$ cat config.mk
export PLATFORM = sky130hd
export DESIGN_NAME = booth_divider_seq_flat
export DESIGN_NICKNAME = d
export VERILOG_FILES = /design/src/rtl/arith_pkg.sv /design/src/rtl/booth_divider_seq_if.sv /design/src/rtl/nr_div_step.sv /design/src/rtl/booth_divider_seq.sv /design/src/flat_wrapper.sv
export SDC_FILE = /design/constraint.sdc
export NUM_CORES = 1
export LEC_CHECK = 0
export BUFFER_PORTS_ARGS = -buffer_cell sky130_fd_sc_hd__buf_2
export CAP_MARGIN = 20
export CORE_MARGIN = 5
export CORE_UTILIZATION = 25
export DETAILED_ROUTE_END_ITERATION = 12
export PLACE_DENSITY = 0.38
export SLEW_MARGIN = 20
export SYNTH_ARGS = -nofsm -noshare
export SYNTH_HDL_FRONTEND = slang
export SYNTH_HIERARCHICAL = 1
export SYNTH_SLANG_ARGS = --single-unit
$ cat constraint.sdc
create_clock -name clk -period 2.9 [get_ports clk]
set_clock_uncertainty 0.05 [all_clocks]
set_input_delay 0.87 -clock clk [delete_from_list [all_inputs] [get_ports clk]]
set_output_delay 0.87 -clock clk [all_outputs]
set_load 0.03 [all_outputs]
$ cat src/rtl/arith_pkg.sv
// Shared arithmetic-datapath definitions: divider FSM state encoding and constants.
package arith_pkg;

    localparam int unsigned STATE_W = 3;

    localparam logic [STATE_W-1:0] ST_IDLE = 3'd0;
    localparam logic [STATE_W-1:0] ST_PREP = 3'd1;
    localparam logic [STATE_W-1:0] ST_ITER = 3'd2;
    localparam logic [STATE_W-1:0] ST_FIX  = 3'd3;
    localparam logic [STATE_W-1:0] ST_DONE = 3'd4;

    // Quotient reported on divide-by-zero (-1 at any width); cast down to N bits at use.
    localparam logic [63:0] DIV0_QUOT = '1;

endpackage

$ cat src/rtl/booth_divider_seq_if.sv
// Start/busy/done handshake and operand/result bus of the sequential divider.
interface booth_divider_seq_if #(
    parameter int unsigned N = 8
);
    logic         start;
    logic [N-1:0] dividend;
    logic [N-1:0] divisor;
    logic         busy;
    logic         done;
    logic [N-1:0] quotient;
    logic [N-1:0] remainder;
    logic         div_by_zero;
    logic         overflow;

    modport master (
        output start, dividend, divisor,
        input  busy, done, quotient, remainder, div_by_zero, overflow
    );

    modport slave (
        input  start, dividend, divisor,
        output busy, done, quotient, remainder, div_by_zero, overflow
    );
endinterface

$ cat src/rtl/nr_div_step.sv
// One non-restoring radix-2 iteration on unsigned magnitudes: shift {P,Q}, add/subtract D.
module nr_div_step #(
    parameter int unsigned N = 8
) (
    input  logic [N:0]   i_p,
    input  logic [N-1:0] i_q,
    input  logic [N-1:0] i_d,
    output logic [N:0]   o_p_c,
    output logic [N-1:0] o_q_c
);
    logic [N:0] w_p_sh;

    assign w_p_sh = {i_p[N-1:0], i_q[N-1]};
    // The sign of P before the shift selects subtract (P >= 0) or add-back (P < 0).
    assign o_p_c  = i_p[N] ? (w_p_sh + {1'b0, i_d}) : (w_p_sh - {1'b0, i_d});
    assign o_q_c  = {i_q[N-2:0], ~o_p_c[N]};

endmodule

$ cat src/rtl/booth_divider_seq.sv
// Sequential signed divider: magnitude non-restoring iteration, one quotient bit per clock,
// with sign fix-up and divide-by-zero / overflow overrides applied before the DONE cycle.
module booth_divider_seq
    import arith_pkg::*;
#(
    parameter int unsigned N = 8
) (
    input  logic                clk,
    input  logic                rst_n,
    booth_divider_seq_if.slave  bus
);
    localparam int unsigned CW = $clog2(N);

    logic [STATE_W-1:0] r_state;
    logic [STATE_W-1:0] w_next_state;
    logic               w_latch;
    logic               w_prep;
    logic               w_iter;
    logic               w_fix;

    logic [CW-1:0] r_cnt;
    logic [N-1:0]  r_a;
    logic [N-1:0]  r_b;
    logic [N:0]    r_p;
    logic [N-1:0]  r_q;
    logic [N-1:0]  r_d;
    logic          r_neg_q;
    logic          r_neg_r;
    logic          r_dbz;
    logic          r_ovf;

    logic          r_busy;
    logic          r_done;
    logic [N-1:0]  r_quot;
    logic [N-1:0]  r_rem;
    logic          r_dbz_out;
    logic          r_ovf_out;

    logic [N:0]    w_p_step;
    logic [N-1:0]  w_q_step;
    logic [N-1:0]  w_a_mag;
    logic [N-1:0]  w_b_mag;
    logic [N-1:0]  w_r_mag;
    logic [N-1:0]  w_q_res;
    logic [N-1:0]  w_r_res;

    nr_div_step #(.N(N)) u_step (
        .i_p   (r_p),
        .i_q   (r_q),
        .i_d   (r_d),
        .o_p_c (w_p_step),
        .o_q_c (w_q_step)
    );

    // State register
    always_ff @(posedge clk or negedge rst_n) begin
        if (!rst_n) r_state <= ST_IDLE;
        else        r_state <= w_next_state;
    end

    // Next-state logic
    always_comb begin
        w_next_state = r_state;
        case (r_state)
            ST_IDLE: if (bus.start) w_next_state = ST_PREP;
            ST_PREP: w_next_state = ST_ITER;
            ST_ITER: if (r_cnt == CW'(N - 1)) w_next_state = ST_FIX;
            ST_FIX:  w_next_state = ST_DONE;
            ST_DONE: w_next_state = ST_IDLE;
            default: w_next_state = ST_IDLE;
        endcase
    end

    // Per-state datapath enables
    always_comb begin
        w_latch = 1'b0;
        w_prep  = 1'b0;
        w_iter  = 1'b0;
        w_fix   = 1'b0;
        case (r_state)
            ST_IDLE: w_latch = bus.start;
            ST_PREP: w_prep  = 1'b1;
            ST_ITER: w_iter  = 1'b1;
            ST_FIX:  w_fix   = 1'b1;
            default: ;
        endcase
    end

    // Magnitudes; |-2^(N-1)| wraps to 2^(N-1), which is exact as an unsigned N-bit value.
    assign w_a_mag = r_a[N-1] ? -r_a : r_a;
    assign w_b_mag = r_b[N-1] ? -r_b : r_b;

    // Final remainder correction; the true remainder is below D, so N bits suffice.
    assign w_r_mag = r_p[N] ? (r_p[N-1:0] + r_d) : r_p[N-1:0];

    always_comb begin
        w_q_res = r_neg_q ? -r_q : r_q;
        w_r_res = r_neg_r ? -w_r_mag : w_r_mag;
        if (r_dbz) begin
            w_q_res = N'(DIV0_QUOT);
            w_r_res = r_a;
        end else if (r_ovf) begin
            w_q_res = {1'b1, {(N-1){1'b0}}};
            w_r_res = '0;
        end
    end

    // Operand capture, iteration registers and result registers
    always_ff @(posedge clk or negedge rst_n) begin
        if (!rst_n) begin
            r_cnt     <= '0;
            r_a       <= '0;
            r_b       <= '0;
            r_p       <= '0;
            r_q       <= '0;
            r_d       <= '0;
            r_neg_q   <= 1'b0;
            r_neg_r   <= 1'b0;
            r_dbz     <= 1'b0;
            r_ovf     <= 1'b0;
            r_busy    <= 1'b0;
            r_done    <= 1'b0;
            r_quot    <= '0;
            r_rem     <= '0;
            r_dbz_out <= 1'b0;
            r_ovf_out <= 1'b0;
        end else begin
            r_busy <= (w_next_state != ST_IDLE);
            r_done <= (w_next_state == ST_DONE);
            if (w_latch) begin
                r_a <= bus.dividend;
                r_b <= bus.divisor;
            end
            if (w_prep) begin
                r_p     <= '0;
                r_q     <= w_a_mag;
                r_d     <= w_b_mag;
                r_cnt   <= '0;
                r_neg_q <= r_a[N-1] ^ r_b[N-1];
                r_neg_r <= r_a[N-1];
                r_dbz   <= (r_b == '0);
                r_ovf   <= (r_a == {1'b1, {(N-1){1'b0}}}) && (r_b == '1);
            end
            if (w_iter) begin
                r_p   <= w_p_step;
                r_q   <= w_q_step;
                r_cnt <= r_cnt + CW'(1);
            end
            if (w_fix) begin
                r_quot    <= w_q_res;
                r_rem     <= w_r_res;
                r_dbz_out <= r_dbz;
                r_ovf_out <= r_ovf;
            end
        end
    end

    assign bus.busy        = r_busy;
    assign bus.done        = r_done;
    assign bus.quotient    = r_quot;
    assign bus.remainder   = r_rem;
    assign bus.div_by_zero = r_dbz_out;
    assign bus.overflow    = r_ovf_out;

endmodule

$ cat src/flat_wrapper.sv
// flat-port wrapper written by rule: the top's interface ports become plain ports
module booth_divider_seq_flat import arith_pkg::*;
#(
    parameter int unsigned N = 8
)
  (clk, rst_n, bus_start, bus_dividend, bus_divisor, bus_busy, bus_done, bus_quotient, bus_remainder, bus_div_by_zero, bus_overflow);
  booth_divider_seq_if #(.N(N)) bus_i ();
  input  logic clk;
  input  logic rst_n;
  input wire logic [$bits(bus_i.start)-1:0] bus_start;
  input wire logic [$bits(bus_i.dividend)-1:0] bus_dividend;
  input wire logic [$bits(bus_i.divisor)-1:0] bus_divisor;
  output wire logic [$bits(bus_i.busy)-1:0] bus_busy;
  output wire logic [$bits(bus_i.done)-1:0] bus_done;
  output wire logic [$bits(bus_i.quotient)-1:0] bus_quotient;
  output wire logic [$bits(bus_i.remainder)-1:0] bus_remainder;
  output wire logic [$bits(bus_i.div_by_zero)-1:0] bus_div_by_zero;
  output wire logic [$bits(bus_i.overflow)-1:0] bus_overflow;
  assign bus_i.start = bus_start;
  assign bus_i.dividend = bus_dividend;
  assign bus_i.divisor = bus_divisor;
  assign bus_busy = bus_i.busy;
  assign bus_done = bus_i.done;
  assign bus_quotient = bus_i.quotient;
  assign bus_remainder = bus_i.remainder;
  assign bus_div_by_zero = bus_i.div_by_zero;
  assign bus_overflow = bus_i.overflow;
  booth_divider_seq #(.N(N)) u_core (.clk(clk), .rst_n(rst_n), .bus(bus_i));
endmodule
Yosys cells after proc, flatten, opt, wreduce, memory -nomap -nowiden
Cells that the tools add are included.
- bits in registers: 71
- input port bits: 19
- output and inout bits: 20
- add/subtract/negate cells: 8
- eq/ne operators: 7
- muxes and demuxes: 23
- bitwise logic cells: 2
- reductions and logical operators: 5
- operators with widths (kind ; count):
    8-bit two-way mux ; 11
    8-bit negator ; 4
    9-bit two-way mux ; 3
    8-bit equality test (second input constant) ; 2
    3-bit two-way mux ; 4
    3-bit one-hot mux with 4 select lines ; 1
    9-bit by 8-bit adder with 9-bit output ; 1
    9-bit by 8-bit subtractor with 9-bit output ; 1
    8-bit adder ; 1
    8-bit logical NOT ; 1
    3-bit by 2-bit equality test with 1-bit output (second input constant) ; 2
    3-bit equality test (second input constant) ; 2
    1-bit two-way mux ; 4
    3-bit by 1-bit adder with 3-bit output (second input constant) ; 1
    3-bit by 1-bit equality test with 1-bit output (second input constant) ; 1
    3-bit logical NOT ; 1
    3-bit nonzero test ; 1
    2-bit nonzero test ; 1
    1-bit logical AND ; 1
    1-bit NOT ; 1
    1-bit XOR ; 1

Logic depth before layout (Yosys ltp)
- word-level depth: 6
- gate-level depth with buffers: 11
- depth with buffers taken out: 11

Hierarchy
The synthesis kept the hierarchy.
- modules (own cells, without submodules) (module ; instances ; cells an instance ; area an instance (um2)):
    booth_divider_seq ; 1 ; 385 ; 3816.2
    nr_div_step ; 1 ; 79 ; 609.3

Worst setup path after synthesis
OpenSTA, ideal clock, no wires.
- kind: register -> register
- from: register u_core.r_p[8]
- to: register u_core.r_p[6]
- library setup time: 121 ps
- data arrival time: 2231 ps
- setup slack: 498 ps
- cell stages (with the launch flop): 10
- buffers on the path: 1
- cells stage by stage: dfrtp_1 -> clkbuf_1 -> mux2_2 -> inv_1 -> fa_1 -> nor2b_4 -> o31a_4 -> o21a_1 -> o31a_1 -> a22o_1
- cells in the longest elaborated chain, start to end: 2
- RTL lines (element ; RTL line ; text):
    from (decl) ; booth_divider_seq.sv:24 ; logic [N:0] r_p;
    from (signal assigned) ; booth_divider_seq.sv:145 ; r_p <= w_p_step;
    9-bit two-way mux ; nr_div_step.sv:15 ; assign o_p_c = i_p[N] ? (w_p_sh + {1'b0, i_d}) : (w_p_sh - {1'b0, i_d});
    via u_core.w_p_step[6] ; booth_divider_seq.sv:39 ; logic [N:0] w_p_step;
    9-bit two-way mux ; booth_divider_seq.sv:144 ; if (w_iter) begin
The timed path passes the listed nets, and every way through them passes these cells.
A chain may end at the register's enable or synchronous reset.

Worst setup path in the final report
- from: register u_core.r_d[0]
- to: register u_core.r_rem[5] (netlist: u_core/bus.remainder[5])
- cells in the longest elaborated chain, start to end: 6
- RTL lines (element ; RTL line ; text):
    from (decl) ; booth_divider_seq.sv:26 ; logic [N-1:0] r_d;
    from (signal assigned) ; booth_divider_seq.sv:137 ; r_d <= w_b_mag;
    8-bit adder (*) ; booth_divider_seq.sv:94 ; assign w_r_mag = r_p[N] ? (r_p[N-1:0] + r_d) : r_p[N-1:0];
    8-bit two-way mux (*) ; booth_divider_seq.sv:94 ;
    8-bit negator ; booth_divider_seq.sv:98 ; w_r_res = r_neg_r ? -w_r_mag : w_r_mag;
    8-bit two-way mux (*) ; booth_divider_seq.sv:98 ;
    8-bit two-way mux (*) ; booth_divider_seq.sv:102 ; end else if (r_ovf) begin
    8-bit two-way mux (*) ; booth_divider_seq.sv:99 ; if (r_dbz) begin
    to (signal assigned) ; booth_divider_seq.sv:151 ; r_rem <= w_r_res;
    to (decl) ; booth_divider_seq.sv:35 ; logic [N-1:0] r_rem;
Mark *: on every way between the ends. The rest lies on a longest branch, timed or not.

==> results.sh <==
export IMPL_fin_nets=537
export IMPL_maxCapViolations=0
export IMPL_rr_worst_depth=9
export IMPL_avgSynthCellArea_um2=9.54
export IMPL_multiInputGateArea_um2=2440
export IMPL_slowest_stage="fa_1"
export IMPL_drc=0
export IMPL_hold_slack_ns=0.417
export IMPL_viasPerCell=4.67
export IMPL_status="finished, final reports clean"
export IMPL_grt_ovfl_total=0
export IMPL_hold_depth=2
export IMPL_fin_util=0.295
export IMPL_cts_htree_levels=3
export IMPL_grt_max_degree=72
export IMPL_antenna_found_initial=0
export IMPL_dominantRegCellSynth="dfrtp_1"
export IMPL_slew_viol_final=0
export IMPL_numPortBuffers=38
export IMPL_cts_root_buffer="clkbuf_16"
export IMPL_hold_buffers=0
export IMPL_dp_cells=707
export IMPL_grt_pass1_wl_um=18600
export IMPL_combPwrFrac=0.563
export IMPL_worstSkewPairLatency_ns=0.34
export IMPL_die_x_um=143
export IMPL_gp_congestion=0.795
export IMPL_ys_seq_elements=71
export IMPL_path_cells="ha_1 > fa_1 > xor2_1 > mux2i_2 > and3_4 > a31oi_1 > xnor2_1 > a221oi_2 > nor2_1"
export IMPL_period_minus_slack_ns=2.61
export IMPL_yosysSeqAreaShare=0.401
export IMPL_tightest_slew_ns=1.02
export IMPL_fmax_mhz=384
export IMPL_fin_cells=723
export IMPL_clock_sinks=71
export IMPL_finalHoldViolations=0
export IMPL_crit_type="register to register"
export IMPL_switching_share=0.456
export IMPL_irDropWorstVdd_uv=384
export IMPL_synthesis_area_um2=4430
export IMPL_clockPowerShare=0.149
export IMPL_power_density_nw_per_um2=1390
export IMPL_routedWlPerCell_um=15.6
export IMPL_ant_nets=0
export IMPL_fin_crit_sh=0.899
export IMPL_grt_pass1_vias=3376
export IMPL_synth_cell_types=65
export IMPL_rows=48
export IMPL_dieHeight_um=143
export IMPL_p_seq_frac=0.288
export IMPL_synthCells=464
export IMPL_fin_total_pwr_mw=7.10
export IMPL_final_cell_mix="dfrtp_1, nand2_1, o21ai_0, buf_2, nor2_1"
export IMPL_drtIter0Drc=208
export IMPL_p_leak_nw=2.31
export IMPL_cts_buffer_depth=2
export IMPL_power_switching_mw=3.24
export IMPL_syn_to_final_growth_pct=15.6
export IMPL_clk_pin_slew_ns=0.06
export IMPL_drive_above_1_share=0.187
export IMPL_reg2reg_setup_slack_ns=0.29
export IMPL_cts_resized=0
export IMPL_hold_class="register to register"
export IMPL_fillers=1826
export IMPL_relSlewSlack=0.321
export IMPL_cp_arrival_ns=2.78
export IMPL_cts_tree="yes"
export IMPL_intPower_mw=3.86
export IMPL_postCtsSetupRepairBufs=0
export IMPL_wirelength_um=11300
export IMPL_dp_hpwl_um=8400
export IMPL_tns_ns=0
export IMPL_worstPathRequired_ns=3.07
export IMPL_yosysWarnings=6
export IMPL_worstSetupEndpointType="register"
export IMPL_syn_num_nets=508
export IMPL_setup_viol=0
export IMPL_start_kind="register"
export IMPL_cts_made_buffers=9
export IMPL_final_common_cell="dfrtp_1"
export IMPL_initial_core_util=0.255
export IMPL_synth_edf_count=0
export IMPL_rsz0062_at_grt="no"
export IMPL_coreArea_um2=17400
export IMPL_num_antenna_cells=0
export IMPL_area_sequential_um2=1780
export IMPL_num_vias=3380
export IMPL_fp_dieArea_um2=20500
export IMPL_cp_slowest_stage_delay_ns=0.46
export IMPL_drt_pass1_iter_count=4
export IMPL_grtUsageTotal=0.117
export IMPL_ios=39
export IMPL_async_flop_share=1.00
export IMPL_worstPathMaxFanout=5
-- worst max-delay path, delay by kind of cell (launching register included) --
family | cells | cell delay [ns]
AOI/OAI and AO/OA | 2 | 0.33
xor gates and xnor gates | 2 | 0.36
adders and majority gates | 2 | 0.72
DFF | 1 | 0.44
muxes | 1 | 0.28
and+or+nand+nor | 2 | 0.31
-- cells in the mapped netlist (all sizes together), types with 5 or more instances --
| library cell | n | area share |
|---|---|---|
| mux2 | 14 | 0.036 |
| clkbuf | 18 | 0.015 |
| mux2i | 5 | 0.012 |
| o21ai | 44 | 0.050 |
| buf | 9 | 0.016 |
| dfrtp | 71 | 0.40 |
| inv | 21 | 0.018 |
| nand2 | 60 | 0.051 |
| o31ai | 6 | 0.011 |
| a31oi | 5 | 0.0071 |
| xnor2 | 20 | 0.041 |
| or3 | 5 | 0.0071 |
| a22o | 10 | 0.020 |
| a21oi | 25 | 0.028 |
| ha | 23 | 0.065 |
| nor3 | 8 | 0.010 |
| nor4 | 5 | 0.0085 |
| xor2 | 18 | 0.036 |
| nor2 | 33 | 0.028 |
-- path summary, 6_finish.rpt --
check | start | to
worst min-delay path | u_core/bus.quotient[4] | u_core/bus.quotient[4]
worst min register to register | u_core/bus.quotient[4] | u_core/bus.quotient[4]
worst max-delay path | u_core/r_d[0] | u_core/bus.remainder[5]
max in group asynchronous | rst_n | u_core/r_p[0]
worst max register to register | u_core/r_d[0] | u_core/bus.remainder[5]
min in group asynchronous | rst_n | u_core/bus.done
-- cell type report --
class | instances | area share
multi-input cells | 345 | 0.477
clock buffers | 11 | 0.0494
repair buffers | 45 | 0.0499
well taps | 225 | 0.0550
clock inverters | 5 | 0.00611
inverters | 21 | 0.0154
flip-flops and latches | 71 | 0.347
-- registers in the layout, summed over array words and instances, names as in the netlist --
register,cells
u_core/bus.busy,1
u_core/bus.quotient,8
u_core/r_d,8
u_core/bus.remainder,8
u_core/r_dbz,1
u_core/r_a,8
u_core/r_q,8
u_core/r_ovf,1
u_core/r_state,3
u_core/r_b,8
u_core/bus.div_by_zero,1
u_core/r_neg_r,1
u_core/bus.overflow,1
u_core/r_cnt,3
u_core/r_neg_q,1
u_core/bus.done,1
u_core/r_p,9
-- per-layer routing --
metal | wire, µm | GRT usage | vias up
li1 | - | - | 1685
met5 | 0 | 0 | -
met3 | 512 | 0.0305 | 8
met2 | 4890 | 0.175 | 54
met4 | 121 | 0.0315 | 0
met1 | 5740 | 0.167 | 1633
-- logic make-up after synthesis --
group | synth area share
compound gates | 0.186
simple gates | 0.160
mux | 0.0478
buf+inv | 0.0486
fa+ha+maj | 0.0741
flops | 0.401
xor+xnor | 0.0820
-- stage by stage --
step                      instance area (µm²)  setup WS, ns
after floorplan                          4430         0.498
after global placement                   4830         0.293
after detailed placement                 4830         0.325
after CTS                                5120         0.296
after global routing                     5120        0.0921
final                                    5120         0.294
-- power groups by stage --
stage               Combinational [mW]  Sequential [mW]  Clock, mW
floorplan                         3.13             2.01          0
global placement                  4.02             2.07          0
detailed placement                4.03             2.08          0
CTS                               4.05             2.07       1.10
global route                      4.48             2.15       1.14
finish                            4.00             2.05       1.06
No activity file was read; power rests on OpenSTA's default activity.
